===== config.mk =====
export PLATFORM = sky130hd
export DESIGN_NAME = tune_ctrl
export DESIGN_NICKNAME = d
export VERILOG_FILES = /design/src/rtl/sdr_pkg.sv /design/src/rtl/tune_ctrl.sv
export SDC_FILE = /design/constraint.sdc
export NUM_CORES = 1
export LEC_CHECK = 0
export ABC_AREA = 0
export CAP_MARGIN = 5
export CORE_MARGIN = 2
export CORE_UTILIZATION = 40
export DETAILED_ROUTE_END_ITERATION = 7
export PLACE_DENSITY = 0.72
export SETUP_SLACK_MARGIN = 0.02
export SLEW_MARGIN = 15
export SYNTH_ARGS = -nofsm -noshare
export SYNTH_HDL_FRONTEND = slang
export SYNTH_SLANG_ARGS = --single-unit

===== constraint.sdc =====
create_clock -name clk -period 2.8 [get_ports clk]
set_input_delay 0.28 -clock clk [delete_from_list [all_inputs] [get_ports clk]]
set_output_delay 0.28 -clock clk [all_outputs]
set_load 0.02 [all_outputs]

===== src/rtl/sdr_pkg.sv =====
// rtl/sdr_pkg.sv - shared protocol constants and FSM state encoding for the tuning command front-end
package sdr_pkg;

    localparam logic [7:0] SYNC_BYTE = 8'hA5;
    localparam logic [7:0] ACK_BYTE  = 8'h06;
    localparam logic [7:0] NAK_BYTE  = 8'h15;
    localparam logic [7:0] CMD_PHASE = 8'h01;
    localparam logic [7:0] CMD_DEC   = 8'h02;

    typedef enum logic [2:0] {
        ST_IDLE  = 3'd0,
        ST_CMD   = 3'd1,
        ST_DATA  = 3'd2,
        ST_CSUM  = 3'd3,
        ST_APPLY = 3'd4,
        ST_RESP  = 3'd5
    } state_t;

endpackage


===== src/rtl/tune_ctrl.sv =====
// rtl/tune_ctrl.sv - serial command front-end holding the live NCO phase increment and CIC decimation ratio
//
// Assembles framed commands (SYNC, CMD, 8 payload bytes MSB first[, CSUM]) from the
// UART receiver, validates them, loads the target register and answers ACK/NAK
// through the UART transmitter byte handshake.
//
// Build option: TUNE_CTRL_CSUM_EN - frame carries a trailing XOR checksum byte.
//
// Ports:
//   clk        system clock
//   rst_n      asynchronous active-low reset
//   rx_dv      one-cycle strobe, rx_byte valid
//   rx_byte    received byte
//   tx_busy    transmitter busy; a byte offered while high is not taken
//   tx_dv      one-cycle strobe, tx_byte valid
//   tx_byte    response byte (ACK/NAK)
//   phase_inc  NCO phase increment
//   dec_ratio  CIC decimation ratio
//   update     one-cycle pulse when a register is loaded
//   err_cnt    saturating count of rejected or timed-out frames
module tune_ctrl
    import sdr_pkg::*;
#(
    parameter logic [63:0] PHASE_INC_RST = 64'h0104376A9DD10437,
    parameter logic [15:0] DEC_RST       = 16'd4096,
    parameter logic [23:0] TIMEOUT_CLKS  = 24'd1_360_000
) (
    input  logic        clk,
    input  logic        rst_n,
    input  logic        rx_dv,
    input  logic [7:0]  rx_byte,
    input  logic        tx_busy,
    output logic        tx_dv,
    output logic [7:0]  tx_byte,
    output logic [63:0] phase_inc,
    output logic [15:0] dec_ratio,
    output logic        update,
    output logic [7:0]  err_cnt
);

    state_t      state;
    state_t      state_nxt;
    logic [7:0]  cmd_q;
    logic [63:0] shift_q;
    logic [2:0]  byte_cnt;
    logic [7:0]  xor_q;
    logic [23:0] tmo_cnt;
    logic [7:0]  resp_q;
`ifdef TUNE_CTRL_CSUM_EN
    logic        csum_ok_q;
`endif

    logic        in_frame;
    logic        tmo_hit;
    logic        frame_ok;
    logic        emit;
    logic [7:0]  resp_now;
    logic        load_phase;
    logic        load_dec;
    logic        err_inc;

    // Only the frame-body states are subject to the inter-byte timeout.
    assign in_frame = (state == ST_CMD) || (state == ST_DATA) || (state == ST_CSUM);
    assign tmo_hit  = in_frame && !rx_dv && (tmo_cnt == TIMEOUT_CLKS - 24'd1);

    always_ff @(posedge clk or negedge rst_n) begin
        if (!rst_n) begin
            state <= ST_IDLE;
        end else begin
            state <= state_nxt;
        end
    end

    always_comb begin
        state_nxt = state;
        case (state)
            ST_IDLE: begin
                if (rx_dv && rx_byte == SYNC_BYTE) begin
                    state_nxt = ST_CMD;
                end
            end
            ST_CMD: begin
                if (tmo_hit) begin
                    state_nxt = ST_IDLE;
                end else if (rx_dv) begin
                    state_nxt = ST_DATA;
                end
            end
            ST_DATA: begin
                if (tmo_hit) begin
                    state_nxt = ST_IDLE;
                end else if (rx_dv && byte_cnt == 3'd7) begin
`ifdef TUNE_CTRL_CSUM_EN
                    state_nxt = ST_CSUM;
`else
                    state_nxt = ST_APPLY;
`endif
                end
            end
            ST_CSUM: begin
                if (tmo_hit) begin
                    state_nxt = ST_IDLE;
                end else if (rx_dv) begin
                    state_nxt = ST_APPLY;
                end
            end
            // When the transmitter is free already in APPLY the response goes out
            // on the same edge that leaves APPLY, so RESP is only a wait state.
            ST_APPLY: state_nxt = emit ? ST_IDLE : ST_RESP;
            ST_RESP:  state_nxt = emit ? ST_IDLE : ST_RESP;
            default:  state_nxt = ST_IDLE;
        endcase
    end

    always_comb begin
        frame_ok = (cmd_q == CMD_PHASE) ||
                   ((cmd_q == CMD_DEC) && (shift_q[15:0] >= 16'd2));
`ifdef TUNE_CTRL_CSUM_EN
        frame_ok = frame_ok && csum_ok_q;
`endif
        emit       = ((state == ST_APPLY) || (state == ST_RESP)) && !tx_busy;
        resp_now   = (state == ST_APPLY) ? (frame_ok ? ACK_BYTE : NAK_BYTE) : resp_q;
        load_phase = (state == ST_APPLY) && frame_ok && (cmd_q == CMD_PHASE);
        load_dec   = (state == ST_APPLY) && frame_ok && (cmd_q == CMD_DEC);
        err_inc    = ((state == ST_APPLY) && !frame_ok) || tmo_hit;
    end

    always_ff @(posedge clk or negedge rst_n) begin
        if (!rst_n) begin
            cmd_q    <= 8'h00;
            shift_q  <= 64'h0;
            byte_cnt <= 3'd0;
            xor_q    <= 8'h00;
            tmo_cnt  <= 24'd0;
            resp_q   <= NAK_BYTE;
`ifdef TUNE_CTRL_CSUM_EN
            csum_ok_q <= 1'b0;
`endif
        end else begin
            if (!in_frame || rx_dv) begin
                tmo_cnt <= 24'd0;
            end else begin
                tmo_cnt <= tmo_cnt + 24'd1;
            end

            if (rx_dv && state == ST_CMD) begin
                cmd_q    <= rx_byte;
                xor_q    <= rx_byte;
                byte_cnt <= 3'd0;
            end

            if (rx_dv && state == ST_DATA) begin
                shift_q  <= {shift_q[55:0], rx_byte};
                xor_q    <= xor_q ^ rx_byte;
                byte_cnt <= byte_cnt + 3'd1;
            end

`ifdef TUNE_CTRL_CSUM_EN
            if (rx_dv && state == ST_CSUM) begin
                csum_ok_q <= (rx_byte == xor_q);
            end
`endif

            if (state == ST_APPLY) begin
                resp_q <= resp_now;
            end
        end
    end

    always_ff @(posedge clk or negedge rst_n) begin
        if (!rst_n) begin
            phase_inc <= PHASE_INC_RST;
            dec_ratio <= DEC_RST;
            update    <= 1'b0;
            err_cnt   <= 8'd0;
            tx_dv     <= 1'b0;
            tx_byte   <= 8'h00;
        end else begin
            if (load_phase) begin
                phase_inc <= shift_q;
            end
            if (load_dec) begin
                dec_ratio <= shift_q[15:0];
            end
            update <= load_phase || load_dec;
            if (err_inc && err_cnt != 8'hFF) begin
                err_cnt <= err_cnt + 8'd1;
            end
            tx_dv <= emit;
            if (emit) begin
                tx_byte <= resp_now;
            end
        end
    end

endmodule


==> flow_summary.toml, run 1 <==
[status]
status = "finished clean"

[drt]
antenna_violating_nets_post_route = 0
drc = 0
route.vias.total = 4922
detail_route.iter0.violations = 180
finalWirelength_mm = 16.4
drt-wirelength-per-cell_um = 16.9
vias_per_cell = 5.07
first_pass_iters = 4

[power_and_ir_drop]
share_clk_of_total_power_pct = 32.2
vdd.ir_drop.worst_mv = 0.447
leakagePower_nw = 4.67
power_density_mw_per_mm2 = 812
swShare_pct = 28.3
total_switching_power_mw = 2.39
design_power_total_mw = 8.43
pwr-share-comb_pct = 17.9
share_of_power_burned_in_registers_pct = 49.9
power.internal_mw = 6.04

[die]
die_w_um = 147
ioPinCount = 110
floorplan.initialDensity_pct = 40.7
die_h_um = 147
rows = 52
floorplan.die_area_mm2 = 0.0217
floorplan.core_area_mm2 = 0.0202

[grt]
grt_first_pass_wirelength_mm = 27.4
leftover_overflow_at_the_end_of_global_routing = 0
via_count_of_the_first_global_routing_pass = 5194
antenna_found_initial = 0
grt.total_usage_pct = 15.4
grt_max_degree = 81

[synthesis]
synth.avg_cell_area_um2 = 14.7
async_reset_ff_share_pct = 100
synth_xor_area_share_pct = 2.87
postSynthCellCount = 560
synth_area_mm2 = 0.00823
synth_enable_flop_cells = 0
main_combinational_cell_family_by_area_after_synthesis = "multiplexers"
synth_compound_area_share_pct = 1.76
postSynthNetCount = 576
yosys.area.top_type = "sky130_fd_sc_hd__dfrtp_1"
synth_area_leaders = "sky130_fd_sc_hd__dfrtp_1, sky130_fd_sc_hd__mux2_2, sky130_fd_sc_hd__dfstp_2"
synth_top_flop_cell = "sky130_fd_sc_hd__dfrtp_1"
synth.yosys.seq_area_share_pct = 63.7
synth_cell_types = 44
postSynthRegisterBits = 208
ys_warn_count = 0
post_synth_fa_ha_maj_area_fraction_pct = 0.608
synth_simple_gate_area_share_pct = 8.11
synth_top_area_share_pct = 54.1
yosys-mux-area-fraction_pct = 21.9

[worst_setup_path]
path_cells = "or4_1 > nor4_2 > nand3_2 > mux2_2"
critical_path.slowest_cell = "sky130_fd_sc_hd__or4_1"
critical_path.max_stage_delay_ns = 0.58
critPathCaptureType = "register"
worst-setup-path-type = "register to register"
crit_path_max_fanout = 16
critPathLaunchType = "register"
crit_arrival_ns = 2.65
worstPathRequired_ns = 3.18

[clock_tree]
count_of_h_tree_levels_built_during_cts = 1
clock-root-buffer = "sky130_fd_sc_hd__clkbuf_16"
cts.sink_count = 208
clock_path_buffers = 3
tritoncts = "built"
post_cts.repair.setup_buffers = 0
clk_latency_ns = 0.51
clk_pin_slew_worst_paths_ns = 0.06
cts_made_buffers = 22

[place]
dpl.hpwl_mm = 11.0
dp_slack_ns = 0.364
gp_routability_congestion = 0.794
placed_cells_incl_taps = 929
placement.io_buffers = 109

[sta]
grt_setup_unrepaired = "no"
timing_hold_violations_final = 0
final_tns_setup_ns = 0
slew_headroom_pct = 41.9
timing.final.ws_setup_ns = 0.528
period_needed_ns = 2.27
final-setup-viol-count = 0
max_clock_freq_mhz = 440
slew_of_the_pin_with_the_lowest_slew_margin_ns = 0.871
min_period_over_period_pct = 81.1
finalClockSkew_ns = 0.0219
timing.final.max_slew_violations = 0

[run]
max_cap_viols = 0

[final_layout]
nNetsFinal = 700
layoutNonFillerInstCount = 970
layout-drive-gt1-share_pct = 35.6
n_antenna_cell = 0
fillCellCount = 1671
area_growth_syn_to_layout_pct = 26.1

[min_path]
hold_class = "primary input to async pin"
[per-stage QoR]
step / utilization, % / hold WS [ns] / instance area [um^2]
2_1_floorplan: - / -0.0156 / 8230
3_3_place_gp: 47.9 / 0.345 / 9690
3_5_place_dp: 47.9 / 0.354 / 9690
4_1_cts: 51.3 / 0.384 / 10400
5_1_grt: 51.3 / 0.426 / 10400
6_report: 51.3 / 0.344 / 10400
[layout by cell type, fill, tap and decap left out, types with 2 or more instances in the layout]
cell	count
sky130_fd_sc_hd__xnor2_1	13
sky130_fd_sc_hd__a22o_1	2
sky130_fd_sc_hd__buf_12	2
sky130_fd_sc_hd__nor4_1	5
sky130_fd_sc_hd__clkinv_2	4
sky130_fd_sc_hd__and3_2	2
sky130_fd_sc_hd__dfrtp_1	178
sky130_fd_sc_hd__nor3_1	2
sky130_fd_sc_hd__or2_2	2
sky130_fd_sc_hd__nor2b_1	4
sky130_fd_sc_hd__buf_4	8
sky130_fd_sc_hd__ha_1	4
sky130_fd_sc_hd__a21o_1	3
sky130_fd_sc_hd__clkdlybuf4s50_1	108
sky130_fd_sc_hd__o21ai_0	5
sky130_fd_sc_hd__nand4_1	10
sky130_fd_sc_hd__nand3b_1	4
sky130_fd_sc_hd__inv_1	2
sky130_fd_sc_hd__nor4bb_1	3
sky130_fd_sc_hd__dfstp_2	30
sky130_fd_sc_hd__and3_1	7
sky130_fd_sc_hd__nor2_1	35
sky130_fd_sc_hd__clkbuf_16	22
sky130_fd_sc_hd__xor2_1	14
sky130_fd_sc_hd__clkbuf_8	5
sky130_fd_sc_hd__mux2_2	160
sky130_fd_sc_hd__clkbuf_1	8
sky130_fd_sc_hd__nand3_1	14
sky130_fd_sc_hd__nand2_1	14
sky130_fd_sc_hd__a21oi_1	6
sky130_fd_sc_hd__o31ai_1	3
[critical path, delay by kind of cell (launching register included)]
kind / cells / cell delay, ns
AND/OR/NAND/NOR: 3 / 1.36
multiplexers: 1 / 0.42
flip-flops: 1 / 0.37
[layout make-up]
type                    instances  area [um^2]  share of cell area, %
multi-input cells             329         2910                   28.0
repair buffers                120         1200                   11.6
clock inverters                 6         45.0                  0.434
well taps                     270          338                   3.25
flip-flops and latches        208         5240                   50.5
inverters                       3         11.3                  0.108
clock buffers                  34          636                   6.12
[path summary, 6_finish.rpt]
kind                       slack, ns  startpoint  cells after the start       endpoint
hold / removal                  0.34       rst_n                      2  phase_inc[52]
setup / recovery                0.53    cmd_q[3]                      4   dec_ratio[4]
hold reg to reg                 0.48   resp_q[1]                      1      resp_q[1]
setup reg to reg                0.53    cmd_q[3]                      4   dec_ratio[4]
min in group clk                0.44     tx_busy                      3       state[2]
max in group asynchronous       1.55       rst_n                      3   phase_inc[0]
[Yosys cell counts (all sizes together), types with 2 or more instances]
cell / count
dfrtp: 178
mux2: 160
nor2: 35
dfstp: 30
nand3: 16
nand2: 15
xor2: 14
clkbuf: 13
xnor2: 13
nand4: 10
and3: 9
buf: 7
a21oi: 6
nor4: 6
o21ai: 5
ha: 4
nand3b: 4
nor2b: 4
a21o: 3
nor4bb: 3
o31ai: 3
a22o: 2
inv: 2
nor3: 2
nor4b: 2
or2: 2
or3: 2
or4: 2
[kinds of logic (layout without fill, tap and decap cells)]
| group | after synthesis | count (layout) |
|---|---|---|
| compound gates | 20 | 20 |
| xor+xnor | 27 | 27 |
| fa+ha+maj | 4 | 4 |
| buf+inv | 23 | 163 |
| flops | 208 | 208 |
| mux | 160 | 160 |
| simple gates | 118 | 118 |
[metal layers]
metal,global-route usage (%),share of wire (%),vias up
met2,26.3,50,116
met4,4.81,2.2,0
met5,0,0,-
li1,-,-,2245
met3,2.47,4.1,30
met1,20.2,43,2531
[flip-flops by register name (all words and copies together), names as in the netlist]
register / count
phase_inc: 64
byte_cnt: 3
tmo_cnt: 24
state: 3
cmd_q: 8
err_cnt: 8
tx_byte: 8
tx_dv: 1
shift_q: 64
resp_q: 8
update: 1
dec_ratio: 16
[power groups by stage]
stage / logic, mW / registers [mW] / clock network (mW)
finish: 1.50 / 4.21 / 2.72
global route: 1.64 / 4.31 / 2.91
CTS: 1.53 / 4.21 / 2.80
detailed placement: 1.52 / 4.25 / 0
global placement: 1.44 / 4.21 / 0
floorplan: 0.968 / 4.11 / 0
[repair_timing]
action | in CTS | in global routing
gates resized for setup | 0 | 0
hold buffers | 1 | 0
hold endpoints to repair | 60 | 0
Note: power is estimated with default switching activity, not from simulation.
==> inputs of run 2 (changes only) <==
--- a/config.mk
+++ b/config.mk
@@ -10,7 +10,7 @@
 export CORE_MARGIN = 2
 export CORE_UTILIZATION = 40
 export DETAILED_ROUTE_END_ITERATION = 7
-export PLACE_DENSITY = 0.72
+export PLACE_DENSITY = 0.74
 export SETUP_SLACK_MARGIN = 0.02
 export SLEW_MARGIN = 15
 export SYNTH_ARGS = -nofsm -noshare
==> constraint.sdc (replaced) <==
create_clock -name clk -period 1.9 [get_ports clk]
set_input_delay 0.19 -clock clk [delete_from_list [all_inputs] [get_ports clk]]
set_output_delay 0.19 -clock clk [all_outputs]
set_load 0.02 [all_outputs]
==> flow_summary.toml, run 2 (same netlist as run 1, synthesis figures left out) <==
[worst_setup_path]
crit_start = "tmo_cnt[21]"
crit_path_max_fanout = 8
reg2reg_to = "err_cnt[1]"
worstPathRequired_ns = 2.30
cp-endpoint = "err_cnt[1]"
critPathLaunchType = "register"
r2r.worst_path.cells = 5
worst-setup-path-type = "register to register"
critical_path.slowest_cell = "sky130_fd_sc_hd__or4_4"
critPathCaptureType = "register"
critical_path.reg2reg.startpoint = "tmo_cnt[21]"
crit_arrival_ns = 2.48
critical_path.max_stage_delay_ns = 0.54
r2r_slack_ns = -0.19
path_cells = "nor4bb_2 > nand2_1 > or4_4 > a32oi_4 > mux2_4"

[sta]
final_tns_setup_ns = -3.93
timing.final.max_slew_violations = 0
finalClockSkew_ns = 0.0118
grt_setup_unrepaired = "yes"
min_period_over_period_pct = 110
timing_hold_violations_final = 0
whs_ns = 0.131
max_clock_freq_mhz = 479
timing.final.ws_setup_ns = -0.190
final-setup-viol-count = 80
slew_headroom_pct = 71.0
period_needed_ns = 2.09
slew_of_the_pin_with_the_lowest_slew_margin_ns = 0.431

[clock_tree]
cts_made_buffers = 23
clk_pin_slew_worst_paths_ns = 0.06
clock-root-buffer = "sky130_fd_sc_hd__clkbuf_16"
cts.sink_count = 208
clk_latency_ns = 0.51
clock_path_buffers = 3
count_of_h_tree_levels_built_during_cts = 1
tritoncts = "built"

[grt]
grt_util_met1_pct = 20.8
grt_first_pass_wirelength_mm = 29.4
globalRoute.busiestLayer = "met2"
use_met3_pct = 2.50
antenna_found_initial = 0
grt_max_degree = 60
grt.total_usage_pct = 16.6
via_count_of_the_first_global_routing_pass = 5622
groute.layer.met2.usage_pct = 29.8
leftover_overflow_at_the_end_of_global_routing = 0

[die]
die_h_um = 147
floorplan.core_area_mm2 = 0.0202
rows = 52
die_w_um = 147
floorplan.die_area_mm2 = 0.0217
ioPinCount = 110
floorplan.initialDensity_pct = 40.7

[final_layout]
layout_common_cells = "sky130_fd_sc_hd__dfrtp_1, sky130_fd_sc_hd__mux2_2, sky130_fd_sc_hd__clkdlybuf4s50_1"
largest_registers = "phase_inc: 64 flops, shift_q: 64 flops, tmo_cnt: 24 flops"
n_antenna_cell = 0
multi_input_area_mm2 = 0.00306
nNetsFinal = 777
area_growth_syn_to_layout_pct = 37.8
register_area_mm2 = 0.00524
fillCellCount = 1589
layout_commonest_cell = "sky130_fd_sc_hd__dfrtp_1"
fin_area_mm2 = 0.0113
layout-drive-gt1-share_pct = 44.5

[place]
dpl-instance-area_mm2 = 0.0103
dpl.hpwl_mm = 12.3
placement.io_buffers = 109
gp_routability_congestion = 0.739

[run]
max_cap_viols = 0

[drt]
finalWirelength_mm = 18.8
drc = 0
route.vias.total = 5255
antenna_violating_nets_post_route = 0
drt-wirelength-per-cell_um = 17.9
first_pass_iters = 4
detail_route.iter0.violations = 214
vias_per_cell = 5.01

[status]
failed_checks = "negative setup slack"
status = "finished with violations"

[power_and_ir_drop]
vdd.ir_drop.worst_mv = 0.795
power_density_mw_per_mm2 = 1190
design_power_total_mw = 13.5
leakagePower_nw = 5.34

[min_path]
hold_class = "primary input to async pin"
-- run 2: changes by cell type in the layout (fill, tap and decap cells not counted), moves of 4 or more --
cell and change:
sky130_fd_sc_hd__buf_4 +58, sky130_fd_sc_hd__clkdlybuf4s50_1 -11, sky130_fd_sc_hd__buf_6 +10, sky130_fd_sc_hd__dlymetal6s2s_1 +6, sky130_fd_sc_hd__buf_12 +5, sky130_fd_sc_hd__dlygate4sd2_1 +5, sky130_fd_sc_hd__a21oi_1 -4
-- run 2: timing repair --
action                     CTS  global route
hold buffers                 1             0
pin swaps                    9            21
gates resized for setup      9            33
gates cloned                 0             5
setup buffers                6             7
setup endpoints to repair   31            68
hold endpoints to repair   186             0
-- run 2: report_power, final --
| group | internal (mW) | switching (mW) | total (mW) |
|---|---|---|---|
| clock network | 2.65 | 1.78 | 4.42 |
| registers | 5.36 | 0.644 | 6.00 |
| logic | 1.69 | 1.41 | 3.10 |
-- run 2: how the worst min path moves through the flow --
stage | to | slack [ns] | cells past startpoint
after global placement | shift_q[43] | 0.1 | 1
after CTS | shift_q[41] | 0.12 | 2
after detailed placement | shift_q[43] | 0.10 | 1
after floorplan | byte_cnt[0] | -0.11 | 0
final | shift_q[43] | 0.13 | 2
after global routing | shift_q[44] | 0.14 | 2
-- run 2: final cells by class --
class                   count  share of cell area, %
clock inverters            10                   1.07
inverters                   3                 0.0992
multi-input cells         329                   26.9
clock buffers              32                   5.63
flip-flops and latches    208                   46.2
well taps                 270                   2.98
repair buffers            196                   17.1
-- run 2: stage by stage --
| stage | setup WS (ns) | instances | utilization [%] |
|---|---|---|---|
| after global placement | -0.215 | 989 | 50.7 |
| final | -0.190 | 1048 | 56.1 |
| after floorplan | -0.120 | 560 | - |
| after global routing | -0.299 | 1048 | 56.1 |
| after detailed placement | -0.266 | 989 | 50.7 |
| after CTS | -0.225 | 1037 | 54.7 |
-- run 2: layer usage --
layer | vias to the layer above | share of wire [%] | routed length [um]
li1 | 2404 | - | -
met1 | 2708 | 41 | 7800
met2 | 111 | 53 | 9910
met3 | 32 | 3.6 | 680
met4 | 0 | 2.2 | 414
met5 | - | 0 | 0
-- run 2: critical path, delay by kind of cell, from the launching register on --
family | cells | cell delay [ns]
simple gates | 3 | 0.92
flops | 1 | 0.39
compound gates | 1 | 0.33
mux | 1 | 0.33
==> inputs of run 3 (changes only) <==
--- a/config.mk
+++ b/config.mk
@@ -10,8 +10,10 @@
 export CORE_MARGIN = 2
 export CORE_UTILIZATION = 40
 export DETAILED_ROUTE_END_ITERATION = 7
+export HOLD_SLACK_MARGIN = 0.15
 export PLACE_DENSITY = 0.74
 export SETUP_SLACK_MARGIN = 0.02
+export SKIP_CTS_REPAIR_TIMING = 1
 export SLEW_MARGIN = 15
 export SYNTH_ARGS = -nofsm -noshare
 export SYNTH_HDL_FRONTEND = slang
==> flow_summary.toml, run 3 (same netlist as run 1, synthesis figures left out) <==
[clock_tree]
cts.sink_count = 208
clock-root-buffer = "sky130_fd_sc_hd__clkbuf_16"
count_of_h_tree_levels_built_during_cts = 1
clk_latency_ns = 0.52
clk_pin_slew_worst_paths_ns = 0.06
clock_path_buffers = 3
tritoncts = "built"
cts_made_buffers = 23

[final_layout]
register_area_mm2 = 0.00524
fillCellCount = 1593
final_core_util_pct = 56.1
largest_registers = "phase_inc: 64 flops, shift_q: 64 flops, tmo_cnt: 24 flops"
layout_commonest_cell = "sky130_fd_sc_hd__dfrtp_1"
fin_area_mm2 = 0.0113
n_antenna_cell = 0
layout_common_cells = "sky130_fd_sc_hd__dfrtp_1, sky130_fd_sc_hd__mux2_2, sky130_fd_sc_hd__clkdlybuf4s50_1"
area_growth_syn_to_layout_pct = 37.8
multi_input_area_mm2 = 0.00304
nNetsFinal = 777
layout-drive-gt1-share_pct = 44.3

[status]
failed_checks = "negative setup slack"
status = "finished with violations"

[grt]
antenna_found_initial = 0
grt_first_pass_wirelength_mm = 29.2
grt_max_degree = 60
via_count_of_the_first_global_routing_pass = 5571
leftover_overflow_at_the_end_of_global_routing = 0
grt.total_usage_pct = 16.5

[worst_setup_path]
critical_path.max_stage_delay_ns = 0.54
worstPathRequired_ns = 2.30
crit_path_max_fanout = 8
critical_path.n_buffers_inverters = 0
critical_path.slowest_cell = "sky130_fd_sc_hd__or4_4"
worst-setup-path-type = "register to register"
crit_family = "simple AND/OR/NAND/NOR gates"
critPathLaunchType = "register"
critPathCaptureType = "register"
path_cells = "nor4bb_2 > nand2_1 > or4_4 > a32oi_4 > mux2_4"
crit_arrival_ns = 2.49

[die]
ioPinCount = 110
floorplan.die_area_mm2 = 0.0217
floorplan.initialDensity_pct = 40.7
rows = 52
floorplan.core_area_mm2 = 0.0202
die_w_um = 147
die_h_um = 147

[sta]
slew_headroom_pct = 71.5
finalClockSkew_ns = 0.0125
whs_ns = 0.364
grt_setup_unrepaired = "yes"
min_period_over_period_pct = 110
timing_hold_violations_final = 0
slew_of_the_pin_with_the_lowest_slew_margin_ns = 0.423
timing.final.ws_setup_ns = -0.193
timing.final.max_slew_violations = 0
max_clock_freq_mhz = 478
period_needed_ns = 2.09
final-setup-viol-count = 77

[power_and_ir_drop]
design_power_total_mw = 13.5
leakagePower_nw = 5.36
power_density_mw_per_mm2 = 1190
vdd.ir_drop.worst_mv = 0.794

[run]
max_cap_viols = 0

[drt]
route.vias.total = 5233
first_pass_iters = 5
antenna_violating_nets_post_route = 0
detail_route.iter0.violations = 204
drt-wirelength-per-cell_um = 17.8
finalWirelength_mm = 18.6
vias_per_cell = 4.99
drc = 0

[place]
dpl.hpwl_mm = 12.3
dp_slack_ns = -0.266
dpl-instance-area_mm2 = 0.0103
placement.io_buffers = 109
gp_routability_congestion = 0.739

[min_path]
hold_class = "primary input to register"
## run 3: changes by cell type in the layout (fill, tap and decap cells not counted), sizes merged
cell	before	now
clkdlybuf4s50	97	98
dlygate4sd3	1	3
buf	84	82
dlygate4sd2	5	0
dlymetal6s2s	6	10
## run 3: cell type report
cell class / count / area share [%]
Multi-Input combinational cell: 329 / 26.8
Clock inverter: 10 / 1.07
Clock buffer: 32 / 5.63
Sequential cell: 208 / 46.2
Timing Repair Buffer: 196 / 17.2
Tap cell: 270 / 2.98
Inverter: 3 / 0.0992
## run 3: worst paths after layout
path                            slack (ns)     endpoint         from  depth (start not counted)
worst max register to register       -0.19   err_cnt[1]  tmo_cnt[21]                          5
worst min-delay path                  0.36     state[2]      tx_busy                          3
worst max-delay path                 -0.19   err_cnt[1]  tmo_cnt[21]                          5
min in group asynchronous             0.66  shift_q[50]        rst_n                          3
worst min register to register        0.50   tx_byte[4]   tx_byte[4]                          2
max in group asynchronous             0.38  shift_q[58]        rst_n                          4
## run 3: per-layer routing
metal	GRT usage, %	vias up	share of wire [%]
li1	-	2399	-
met1	20.7	2693	42
met2	29.5	111	53
met3	2.47	30	3.7
met4	5.14	0	2.1
met5	0	-	0
## run 3: worst min-delay path, stage by stage
cell and delay (ns):
sky130_fd_sc_hd__clkdlybuf4s50_1 0.46, sky130_fd_sc_hd__nand3b_1 0.13, sky130_fd_sc_hd__a21oi_2 0.05
## run 3: where the power goes
| group | leakage, nW | internal (mW) | total [mW] | switching [mW] |
|---|---|---|---|---|
| registers | 2.71 | 5.36 | 6.00 | 0.646 |
| clock network | 0.374 | 2.65 | 4.42 | 1.78 |
| logic | 2.28 | 1.67 | 3.08 | 1.40 |
| total | 5.36 | 9.68 | 13.5 | 3.82 |
## run 3: through the flow
step,cells,setup TNS [ns]
after floorplan,560,-0.505
after global placement,989,-1.48
after detailed placement,989,-2.14
after CTS,1031,-2.12
after global routing,1048,-9.97
final,1048,-3.55
